**config.mk**
```make
export PLATFORM = sky130hd
export DESIGN_NAME = sdram_req_arbiter
export DESIGN_NICKNAME = d
export VERILOG_FILES = /design/src/rtl/sdram_arb_pkg.sv /design/src/rtl/arb_pick.sv /design/src/rtl/sdram_req_arbiter.sv
export SDC_FILE = /design/constraint.sdc
export NUM_CORES = 1
export LEC_CHECK = 0
export ABC_AREA = 0
export BUFFER_PORTS_ARGS = -buffer_cell sky130_fd_sc_hd__clkbuf_2
export CORE_MARGIN = 2
export CORE_UTILIZATION = 50
export CTS_BUF_LIST = sky130_fd_sc_hd__clkbuf_8
export CTS_CLUSTER_DIAMETER = 150
export DETAILED_ROUTE_END_ITERATION = 7
export HOLD_SLACK_MARGIN = 0.15
export PLACE_DENSITY = 0.85
export SYNTH_ARGS = -nofsm -noshare
export SYNTH_HDL_FRONTEND = slang
export SYNTH_SLANG_ARGS = --single-unit
```
**constraint.sdc**
```tcl
create_clock -name CLK -period 3.65 [get_ports CLK]
set_input_delay 0.73 -clock CLK [delete_from_list [all_inputs] [get_ports CLK]]
set_output_delay 0.73 -clock CLK [all_outputs]
set_load 0.1 [all_outputs]
```
**src/rtl/sdram_arb_pkg.sv**
```systemverilog
// rtl/sdram_arb_pkg.sv - shared constants and types for the SDRAM request arbiter
// Purpose: requester indices, age counter width and arbiter state encoding.
// Ports: none (package).
package sdram_arb_pkg;

  localparam int NUM_REQ = 4;
  localparam int AGE_W   = 3;

  localparam logic [1:0] REQ_M68K = 2'd0;
  localparam logic [1:0] REQ_CROM = 2'd1;
  localparam logic [1:0] REQ_SROM = 2'd2;
  localparam logic [1:0] REQ_CDWR = 2'd3;

  typedef enum logic [1:0] {
    IDLE      = 2'd0,
    ISSUE     = 2'd1,
    WAIT_DONE = 2'd2
  } arb_state_e;

endpackage

```
**src/rtl/arb_pick.sv**
```systemverilog
// rtl/arb_pick.sv - combinational winner selection for the SDRAM request arbiter
// Purpose: choose one pending requester; an index whose age has reached
//          AGE_LIMIT beats base priority, otherwise the lowest index wins.
// Ports:
//   pending_i    latched outstanding requests
//   age_i        packed age counters, index i at [i*AGE_W +: AGE_W]
//   pick_idx_o   winning index (meaningful only when pick_valid_o=1)
//   pick_valid_o at least one request is pending
module arb_pick
  import sdram_arb_pkg::*;
#(
  parameter int AGE_LIMIT = 4
) (
  input  logic [NUM_REQ-1:0]       pending_i,
  input  logic [NUM_REQ*AGE_W-1:0] age_i,
  output logic [1:0]               pick_idx_o,
  output logic                     pick_valid_o
);

  // Both loops scan from the top index down so the last hit is the lowest
  // index; the aged pass runs second so it overrides base priority.
  always_comb begin
    pick_idx_o = 2'd0;
    for (int i = NUM_REQ - 1; i >= 0; i--) begin
      if (pending_i[i]) pick_idx_o = 2'(i);
    end
    for (int i = NUM_REQ - 1; i >= 0; i--) begin
      if (pending_i[i] && (age_i[i*AGE_W +: AGE_W] == AGE_W'(AGE_LIMIT))) begin
        pick_idx_o = 2'(i);
      end
    end
  end

  assign pick_valid_o = |pending_i;

endmodule

```
**src/rtl/sdram_req_arbiter.sv**
```systemverilog
// rtl/sdram_req_arbiter.sv - four-way SDRAM port arbiter with aging override
// Purpose: latch request strobes, grant one requester at a time and run the
//          RD/WR handshake with the SDRAM controller, returning read data and
//          a one-cycle completion pulse per requester.
// Ports:
//   CLK, nRESET           clock, asynchronous active-low reset
//   REQ[3:0]              request strobes (0=68k, 1=CROM, 2=SROM, 3=CD write)
//   SDRAM_READY           controller idle; low while a command is in flight
//   SDRAM_DOUT[63:0]      controller read data
//   SDRAM_RD/WR/BURST     command outputs
//   GNT_VALID, GNT_ID     active grant and its index (drives external addr mux)
//   DONE[3:0]             one-hot completion pulse
//   RDATA[63:0]           read data captured at completion
//   PENDING[3:0]          latched outstanding requests
module sdram_req_arbiter
  import sdram_arb_pkg::*;
#(
  parameter int                 AGE_LIMIT  = 4,
  parameter logic [NUM_REQ-1:0] WR_MASK    = 4'b1000,
  parameter logic [NUM_REQ-1:0] BURST_MASK = 4'b0010
) (
  input  logic               CLK,
  input  logic               nRESET,
  input  logic [NUM_REQ-1:0] REQ,
  input  logic               SDRAM_READY,
  input  logic [63:0]        SDRAM_DOUT,
  output logic               SDRAM_RD,
  output logic               SDRAM_WR,
  output logic               SDRAM_BURST,
  output logic               GNT_VALID,
  output logic [1:0]         GNT_ID,
  output logic [NUM_REQ-1:0] DONE,
  output logic [63:0]        RDATA,
  output logic [NUM_REQ-1:0] PENDING
);

  arb_state_e         state_q, state_d;
  logic [NUM_REQ-1:0] pending_q, pending_d;
  logic [AGE_W-1:0]   age_q [NUM_REQ];
  logic [AGE_W-1:0]   age_d [NUM_REQ];
  logic               rd_q, rd_d, wr_q, wr_d, burst_q, burst_d;
  logic               gnt_valid_q, gnt_valid_d;
  logic [1:0]         gnt_id_q, gnt_id_d;
  logic [NUM_REQ-1:0] done_q, done_d;
  logic [63:0]        rdata_q, rdata_d;

  logic [NUM_REQ*AGE_W-1:0] age_flat;
  logic [1:0]               pick_idx;
  logic                     pick_valid;
  logic                     issue;

  always_comb begin
    age_flat = '0;
    for (int i = 0; i < NUM_REQ; i++) age_flat[i*AGE_W +: AGE_W] = age_q[i];
  end

  arb_pick #(.AGE_LIMIT(AGE_LIMIT)) u_pick (
    .pending_i   (pending_q),
    .age_i       (age_flat),
    .pick_idx_o  (pick_idx),
    .pick_valid_o(pick_valid)
  );

  always_comb begin
    state_d     = state_q;
    rd_d        = rd_q;
    wr_d        = wr_q;
    burst_d     = burst_q;
    gnt_valid_d = gnt_valid_q;
    gnt_id_d    = gnt_id_q;
    rdata_d     = rdata_q;
    done_d      = '0;
    issue       = 1'b0;
    case (state_q)
      IDLE: begin
        if (pick_valid && SDRAM_READY) begin
          issue       = 1'b1;
          gnt_id_d    = pick_idx;
          gnt_valid_d = 1'b1;
          wr_d        = WR_MASK[pick_idx];
          rd_d        = ~WR_MASK[pick_idx];
          burst_d     = BURST_MASK[pick_idx] & ~WR_MASK[pick_idx];
          state_d     = ISSUE;
        end
      end
      ISSUE: begin
        // READY falling is the controller's acceptance of the command.
        if (!SDRAM_READY) begin
          rd_d    = 1'b0;
          wr_d    = 1'b0;
          state_d = WAIT_DONE;
        end
      end
      WAIT_DONE: begin
        if (SDRAM_READY) begin
          done_d[gnt_id_q] = 1'b1;
          gnt_valid_d      = 1'b0;
          burst_d          = 1'b0;
          if (!WR_MASK[gnt_id_q]) rdata_d = SDRAM_DOUT;
          state_d = IDLE;
        end
      end
      default: state_d = IDLE;
    endcase
  end

  // The strobe is OR'd after the grant clear so a strobe landing on the
  // issue cycle re-arms the request instead of being lost.
  always_comb begin
    pending_d = (pending_q & ~(issue ? (NUM_REQ'(1) << pick_idx) : '0)) | REQ;
    for (int i = 0; i < NUM_REQ; i++) begin
      age_d[i] = age_q[i];
      if (issue) begin
        if (2'(i) == pick_idx) begin
          age_d[i] = '0;
        end else if (pending_q[i] && (age_q[i] != AGE_W'(AGE_LIMIT))) begin
          age_d[i] = age_q[i] + AGE_W'(1);
        end
      end
    end
  end

  always_ff @(posedge CLK or negedge nRESET) begin
    if (!nRESET) begin
      state_q     <= IDLE;
      pending_q   <= '0;
      rd_q        <= 1'b0;
      wr_q        <= 1'b0;
      burst_q     <= 1'b0;
      gnt_valid_q <= 1'b0;
      gnt_id_q    <= 2'd0;
      done_q      <= '0;
      rdata_q     <= '0;
      for (int i = 0; i < NUM_REQ; i++) age_q[i] <= '0;
    end else begin
      state_q     <= state_d;
      pending_q   <= pending_d;
      rd_q        <= rd_d;
      wr_q        <= wr_d;
      burst_q     <= burst_d;
      gnt_valid_q <= gnt_valid_d;
      gnt_id_q    <= gnt_id_d;
      done_q      <= done_d;
      rdata_q     <= rdata_d;
      for (int i = 0; i < NUM_REQ; i++) age_q[i] <= age_d[i];
    end
  end

  assign SDRAM_RD    = rd_q;
  assign SDRAM_WR    = wr_q;
  assign SDRAM_BURST = burst_q;
  assign GNT_VALID   = gnt_valid_q;
  assign GNT_ID      = gnt_id_q;
  assign DONE        = done_q;
  assign RDATA       = rdata_q;
  assign PENDING     = pending_q;

endmodule

```
=== Word level (Yosys, flattened, before mapping) ===
Cells that the tools add are included.

* Add/sub/neg operators: 4
* Magnitude comparators: 3
* Eq/ne operators: 16
* Shifts and indexed selects: 1
* Mux-type cells: 43
* Bitwise gates (word level): 6
* Reduce and logical (&&, ||, !) cells: 28

{| class="wikitable"
|+ Operators by type and width
! operator !! count
|-
| 3-bit two-way mux || 8
|-
| 2-bit two-way mux || 11
|-
| 3-bit by 1-bit adder with 3-bit output, second input constant || 4
|-
| 3-bit == test, second input constant || 4
|-
| 1-bit two-way mux || 12
|-
| 4-bit two-way mux || 3
|-
| 3-bit inequality test, second input constant || 4
|-
| 3-bit AND reduction || 4
|-
| 2-bit nonzero test || 6
|-
| 1-bit logical AND || 10
|-
| 2-bit AND reduction || 5
|-
| 1-bit one-hot mux with 2 select lines || 4
|-
| 1-bit binary-select mux with 2-bit select || 3
|-
| 2-bit by 3-bit less-than comparator with 1-bit output, second input constant || 2
|-
| 2-bit inequality test, second input constant || 3
|-
| 2-bit one-hot mux with 3 select lines || 1
|-
| 4-bit bitwise AND || 1
|-
| 2-bit == test, first input constant || 2
|-
| 2-bit zero test || 2
|-
| 4-bit NOT || 1
|-
| 4-bit OR || 1
|-
| 4-bit OR reduction || 1
|-
| 1-bit by 2-bit left shift with 4-bit output, first input constant || 1
|-
| 1-bit demux with 2-bit select || 1
|-
| 6 further kinds || 7
|}

* Bits in registers: 92
* Input bits: 71
* Output and inout bits: 78
* Word-level logic and storage cells: 114

=== Depth between registers and ports, before layout ===
Gate-level depths: netlist of the first run.

* Word-level depth: 14
* Gate-level depth with buffers: 8
* Gate-level depth less buffers: 7

=== Hierarchy ===
A second synthesis of the first run with hierarchy kept.

* Cells, all modules: 278
* Area, all modules: 4,092.7 um^2

{| class="wikitable"
|+ Modules (own cells, without submodules)
! module !! instances !! cells an instance !! area each (um^2) !! sequential area each (um^2)
|-
| sdram_req_arbiter || 1 || 263 || 3,985.1 || 2,302.2
|-
| arb_pick || 1 || 15 || 107.6 || 0.0
|}

=== Worst setup path after synthesis of the first run ===
No wires, ideal clock.

* Kind: register to register
* Start point: register pending_q[1] (netlist: PENDING[1])
* End point: register age_q (netlist bit age_flat[1])
* Library setup time: 122 ps
* Data arrival time: 2,075 ps
* Data required time: 3,528 ps
* Path slack: 1,454 ps
* Stages on the path, launching flop included: 8
* Path buffers: 2
* Cell sequence: dfrtp_1 -> buf_4 -> o2bb2ai_1 -> a22oi_1 -> or3_1 -> buf_6 -> nand3_1 -> a32o_1

* Word-level cells in the longest chain between the ends: 9

{| class="wikitable"
|+ RTL lines
! element !! line !! RTL
|-
| from (decl) || sdram_req_arbiter.sv:38 || <nowiki>logic [NUM_REQ-1:0] pending_q, pending_d;</nowiki>
|-
| from (signal assigned) || sdram_req_arbiter.sv:137 || <nowiki>pending_q <= pending_d;</nowiki>
|-
| 2-bit two-way mux (2 in series) || arb_pick.sv:25 || <nowiki>if (pending_i[i]) pick_idx_o = 2'(i);</nowiki>
|-
| 2-bit two-way mux (4 in series) || arb_pick.sv:28 || <nowiki>if (pending_i[i] && (age_i[i*AGE_W +: AGE_W] == AGE_W'(AGE_LIMIT))) begin</nowiki>
|-
| 2-bit zero test || sdram_req_arbiter.sv:114 || <nowiki>if (2'(i) == pick_idx) begin</nowiki>
|-
| 2-bit nonzero test (no line) || - ||
|-
| 2-bit AND reduction (no line) || - ||
|-
| to (decl) || sdram_req_arbiter.sv:39 || <nowiki>logic [AGE_W-1:0] age_q [NUM_REQ];</nowiki>
|}

Several ways; a longest one is shown, not always the timed one.
A chain may end at the register's enable or synchronous reset.

=== Worst setup path in the final report of the first run ===
* Start point: register pending_q[1] (netlist: PENDING[1])
* End point: output PENDING[1]

{| class="wikitable"
|+ RTL lines
! element !! line !! RTL
|-
| to (decl) || sdram_req_arbiter.sv:34 || <nowiki>output logic [NUM_REQ-1:0] PENDING</nowiki>
|}

No word-level cell between the ends.

==> results.json, run 1 <==
{
  "cts.sinks": 92,
  "htreeDepth": 3,
  "antenna_found_initial": 0,
  "async_flop_share_pct": 100,
  "overflow": 0,
  "drive_gt1_share_pct": 53.2,
  "period_share_pct": 59.4,
  "insertion_delay_ns": 0.36,
  "slew_violations": 0,
  "n_fill_cell": 626,
  "ys_seq_elements": 92,
  "synth_edf_count": 0,
  "finalCriticalPeriod_ns": 2.17,
  "ys.flop_type": "dfrtp_1",
  "cp.buffers_inverters": 1,
  "synth_area_um2": 3910,
  "cts_root_buffer": "clkbuf_8",
  "io_pins": 149,
  "crit_type": "reg2out",
  "max_slew_margin_pct": 44.8,
  "initial_core_util_pct": 51.1,
  "grtUsageTotal_pct": 19.6,
  "syn_inst": 285,
  "r2r_cells": 5,
  "seq_area_frac_synth_pct": 58.9,
  "hold_path.class": "in2async",
  "yosysUniqueCellTypes": 42,
  "worst_pin_slew_ns": 0.828,
  "setup_tns_ns": 0,
  "post_cts.repair.setup_buffers": 0,
  "slowest_delay_ns": 0.57,
  "die_y_um": 92.4,
  "critical_path.top_delay_family": "flip-flops",
  "place.gp.congestion": 0.838,
  "routedWlPerCell_um": 15.0,
  "dr.pass1.iters": 5,
  "required_ns": 2.92,
  "clk_path_buf_depth": 2,
  "avgViaCountPerCell": 5.10,
  "cts_resized": 0,
  "hpwl_um": 6120,
  "route.detailed.drc": 0,
  "num_vias": 2754,
  "grt_pass1_vias": 2772,
  "crit_fanout": 11,
  "cpMaxStageDelayCell": "dfrtp_1",
  "cts_tree": "built",
  "rows": 32,
  "wl_um": 8110,
  "portBuffers": 148,
  "clock_skew_ns": 0.0135,
  "seq_area_um2": 2300,
  "start_kind": "register",
  "path_depth": 1,
  "clk_pin_slew_ns": 0.09,
  "die_width_um": 92.4,
  "multiInputGateArea_um2": 1450,
  "drv_cap": 0,
  "nNetsFinal": 512,
  "cp_cell_sequence": "clkbuf_2",
  "ys_warn_count": 0,
  "grt_pass1_wl_um": 13100,
  "die-area_um2": 8540,
  "num_antenna_cells": 0,
  "outcome": "complete, no violations",
  "holdBufCountCts": 0,
  "numCtsBuffers": 9,
  "fmax_ghz": 0.461,
  "dr.first_iter.drc_count": 39,
  "ant_nets": 0,
  "setup_violations": 0,
  "core_area_um2": 7650,
  "synth_fp_nets": 364,
  "area_growth_pct": 24.2,
  "synth_area_per_cell_um2": 13.7,
  "rsz0062_at_grt": "false",
  "end_kind": "output pin",
  "hold_viol_final": 0,
  "grt_max_degree": 68,
  "critPathArrivalTime_ns": 1.44
}
path summary, 6_finish.rpt:
| path | slack, ns | from | endpoint |
|---|---|---|---|
| max | 1.48 | PENDING[1] | PENDING[1] |
| min | 0.49 | nRESET | RDATA[16] |
| max reg2reg | 1.55 | state_q[0] | RDATA[26] |
| min reg2reg | 0.50 | RDATA[17] | RDATA[17] |
| max in group asynchronous | 2.46 | nRESET | RDATA[41] |
| min in group CLK | 0.50 | RDATA[17] | RDATA[17] |
routing by layer:
metal,global-route usage [%],vias to the layer above,part of all wire [%]
met5,0,-,0
met4,6.34,0,1.0
met3,5.13,8,7.0
met2,34.5,90,51
met1,23.4,1354,41
li1,-,1302,-
sequential cells by signal, indices dropped and copies added, names as in the netlist:
register	flops
SDRAM_BURST	1
SDRAM_WR	1
state_q	2
DONE	4
GNT_VALID	1
PENDING	4
GNT_ID	2
age_flat	12
RDATA	64
SDRAM_RD	1
kinds of logic after synthesis:
family	Yosys count	share of synthesized area, %
muxes	65	18.7
adders and majority gates	8	2.56
buffers and inverters	24	4.07
xor gates and xnor gates	6	1.35
AOI/OAI and AO/OA	34	6.15
DFF	92	58.9
and+or+nand+nor	56	8.23
final cells by class:
class                           instances  share of cell area (%)
Inverter                               11                   0.851
Multi-Input combinational cell        169                    29.8
Clock inverter                          7                    1.06
Sequential cell                        92                    47.5
Clock buffer                            9                    2.55
Tap cell                              102                    2.63
Timing Repair Buffer                  150                    15.6
cells in the mapped netlist (2+ instances only):
| library cell | count | share of area, % |
|---|---|---|
| dfrtp_1 | 92 | 59 |
| a21o_1 | 3 | 0.58 |
| nor2_1 | 5 | 0.48 |
| o21ai_0 | 8 | 1.0 |
| and3_1 | 2 | 0.32 |
| nor3_1 | 3 | 0.38 |
| a22o_1 | 3 | 0.67 |
| xnor2_1 | 4 | 0.90 |
| xor2_1 | 2 | 0.45 |
| nand3_1 | 10 | 1.3 |
| nand2b_1 | 2 | 0.32 |
| nand2_1 | 19 | 1.8 |
| a21oi_2 | 2 | 0.45 |
| nor3b_1 | 2 | 0.38 |
| buf_2 | 4 | 0.51 |
| buf_6 | 8 | 2.3 |
| a31oi_1 | 4 | 0.64 |
| o2bb2ai_1 | 3 | 0.67 |
| nand4_1 | 3 | 0.48 |
| a21oi_1 | 3 | 0.38 |
| inv_1 | 11 | 1.1 |
| a32o_1 | 3 | 0.77 |
| mux2_2 | 58 | 17 |
| mux2_1 | 6 | 1.7 |
| ha_1 | 8 | 2.6 |
through the flow:
step	util, %	hold WS (ns)	instances	instance area (um2)	setup WS, ns
2_1_floorplan	-	0.434	285	3910	1.45
3_3_place_gp	61.1	0.476	524	4670	1.33
3_5_place_dp	61.1	0.484	524	4670	1.26
4_1_cts	63.4	0.498	540	4850	1.47
5_1_grt	63.4	0.525	540	4850	1.41
6_report	63.4	0.488	540	4850	1.48
cells in the final DEF (no fill, tap or decap), drive strengths merged, types with 2 or more instances in the layout:
cell type and count:
nor3b 3, nand3 11, a22o 3, a21oi 5
nand2b 2, clkbuf 156, a31oi 4, nand4 3
inv 14, ha 8, nand2 20, nor2 5
o2bb2ai 3, o21ai 9, a32o 3, and3 4
xnor2 4, a21o 3, xor2 2, mux2 64
buf 3, nor3 4, clkinv 3, dfrtp 92
Power of run 1 is not shown: default switching activity piles up to over one toggle a cycle in this logic, so the estimate is an artifact.
==> inputs of run 2 (changes only) <==
--- a/config.mk
+++ b/config.mk
@@ -8,12 +8,12 @@
 export ABC_AREA = 0
 export BUFFER_PORTS_ARGS = -buffer_cell sky130_fd_sc_hd__clkbuf_2
 export CORE_MARGIN = 2
-export CORE_UTILIZATION = 50
+export CORE_UTILIZATION = 46
 export CTS_BUF_LIST = sky130_fd_sc_hd__clkbuf_8
 export CTS_CLUSTER_DIAMETER = 150
 export DETAILED_ROUTE_END_ITERATION = 7
 export HOLD_SLACK_MARGIN = 0.15
-export PLACE_DENSITY = 0.85
+export PLACE_DENSITY = 0.83
 export SYNTH_ARGS = -nofsm -noshare
 export SYNTH_HDL_FRONTEND = slang
 export SYNTH_SLANG_ARGS = --single-unit
==> constraint.sdc (replaced) <==
create_clock -name CLK -period 1.95 [get_ports CLK]
set_input_delay 0.39 -clock CLK [delete_from_list [all_inputs] [get_ports CLK]]
set_output_delay 0.39 -clock CLK [all_outputs]
set_load 0.1 [all_outputs]
==> results.json, run 2 (synthesized netlist as in run 1, its figures left out) <==
{
  "outcome": "complete, no violations",
  "grt_pass1_vias": 2641,
  "hold_path.class": "in2reg",
  "end_kind": "register",
  "hpwl_um": 6130,
  "route.detailed.drc": 0,
  "dp.cells": 533,
  "routedWlPerCell_um": 14.4,
  "finalCriticalPeriod_ns": 1.85,
  "fin_util_pct": 60.8,
  "cts_tree": "built",
  "initial_core_util_pct": 47.5,
  "die_y_um": 96.2,
  "hp-start": "REQ[1]",
  "place.gp.congestion": 0.811,
  "fin_cells": 550,
  "crit_fanout": 3,
  "antenna_found_initial": 0,
  "numCtsBuffers": 9,
  "whs_ns": 0.223,
  "required_ns": 2.18,
  "drv_cap": 0,
  "slew_violations": 0,
  "rsz0062_at_grt": "false",
  "grt_pass1_wl_um": 12000,
  "critPathArrivalTime_ns": 2.09,
  "avgViaCountPerCell": 5.00,
  "clock_skew_ns": 0.0123,
  "worst_pin_slew_ns": 0.554,
  "htreeDepth": 3,
  "hold_viol_final": 0,
  "ant_nets": 0,
  "grt_max_degree": 48,
  "rows": 33,
  "wl_um": 7940,
  "num_antenna_cells": 0,
  "setup_violations": 0,
  "layout_commonest_cell": "clkbuf_2",
  "cts_root_buffer": "clkbuf_8",
  "num_vias": 2752,
  "clk_path_buf_depth": 2,
  "largest_reg_flops": 64,
  "max_slew_margin_pct": 63.2,
  "period_share_pct": 95.1,
  "crit_type": "reg2reg",
  "dr.first_iter.drc_count": 61,
  "overflow": 0,
  "core_area_um2": 8220,
  "dr.pass1.iters": 6,
  "mostFrequentLayoutCells": "clkbuf_2, dfrtp_1, mux2_2",
  "area_growth_pct": 27.9,
  "insertion_delay_ns": 0.35,
  "portBuffers": 148,
  "drive_gt1_share_pct": 55.7,
  "fmax_ghz": 0.539,
  "nNetsFinal": 519,
  "critPathLaunch": "age_flat[6]",
  "die-area_um2": 9240,
  "start_kind": "register",
  "die_width_um": 96.2,
  "r2r_start": "age_flat[6]",
  "clk_pin_slew_ns": 0.08,
  "io_pins": 149,
  "cts.sinks": 92,
  "rrSetupSlack_ns": 0.1,
  "grtUsageTotal_pct": 16.9
}
-- run 2: cell types whose count changed in the layout (fill, tap and decap cells not counted), moves of 3 or more --
cell | previous run | this run
dfrtp_1 | 92 | 86
dfrtp_2 | 0 | 6
buf_12 | 0 | 3
buf_4 | 3 | 6
-- run 2: timing repair --
item	CTS	global route
setup endpoints to repair	1	3
pin swaps	0	1
hold buffers	1	0
resized for setup	1	2
buffers inserted	0	0
endpoints found under the hold margin	31	0
-- run 2: worst paths after layout --
path / to / cells after the start
worst max-delay path: age_flat[7] / 7
worst min-delay path: PENDING[1] / 2
worst max register to register: age_flat[7] / 7
worst min register to register: RDATA[55] / 1
max in group asynchronous: RDATA[62] / 3
min in group asynchronous: RDATA[30] / 2
-- run 2: layout make-up --
cell class	instances	area, um2
clock buffers	10	138
clock inverters	6	63.8
fillers	679	3220
inverters	11	41.3
multi-input cells	169	1460
flip-flops and latches	92	2310
well taps	105	131
repair buffers	157	851
-- run 2: critical path, stage by stage (launching register included) --
cell and delay (ns):
dfrtp_1 0.39, inv_1 0.10, ha_1 0.21, o2bb2ai_1 0.14, a22oi_2 0.11, nor3_1 0.33
nand3_1 0.19, a32o_1 0.28
-- run 2: routing by layer --
metal / track usage [%] / share of wire, %
met4: 5.36 / 0.96
met1: 19.8 / 40
met2: 29.9 / 52
met5: 0 / 0
met3: 4.70 / 6.7
-- run 2: stage by stage --
| stage | setup TNS (ns) | worst slack (ns) | area (um2) |
|---|---|---|---|
| global placement | 0 | 0.0774 | 4770 |
| detailed placement | -0.0114 | -0.0114 | 4770 |
| finish | 0 | 0.0961 | 5000 |
| floorplan | 0 | 0.0358 | 3910 |
| CTS | 0 | 0.0961 | 4980 |
| global route | 0 | 0.00305 | 5000 |
Power of run 2 is left out for the same reason.
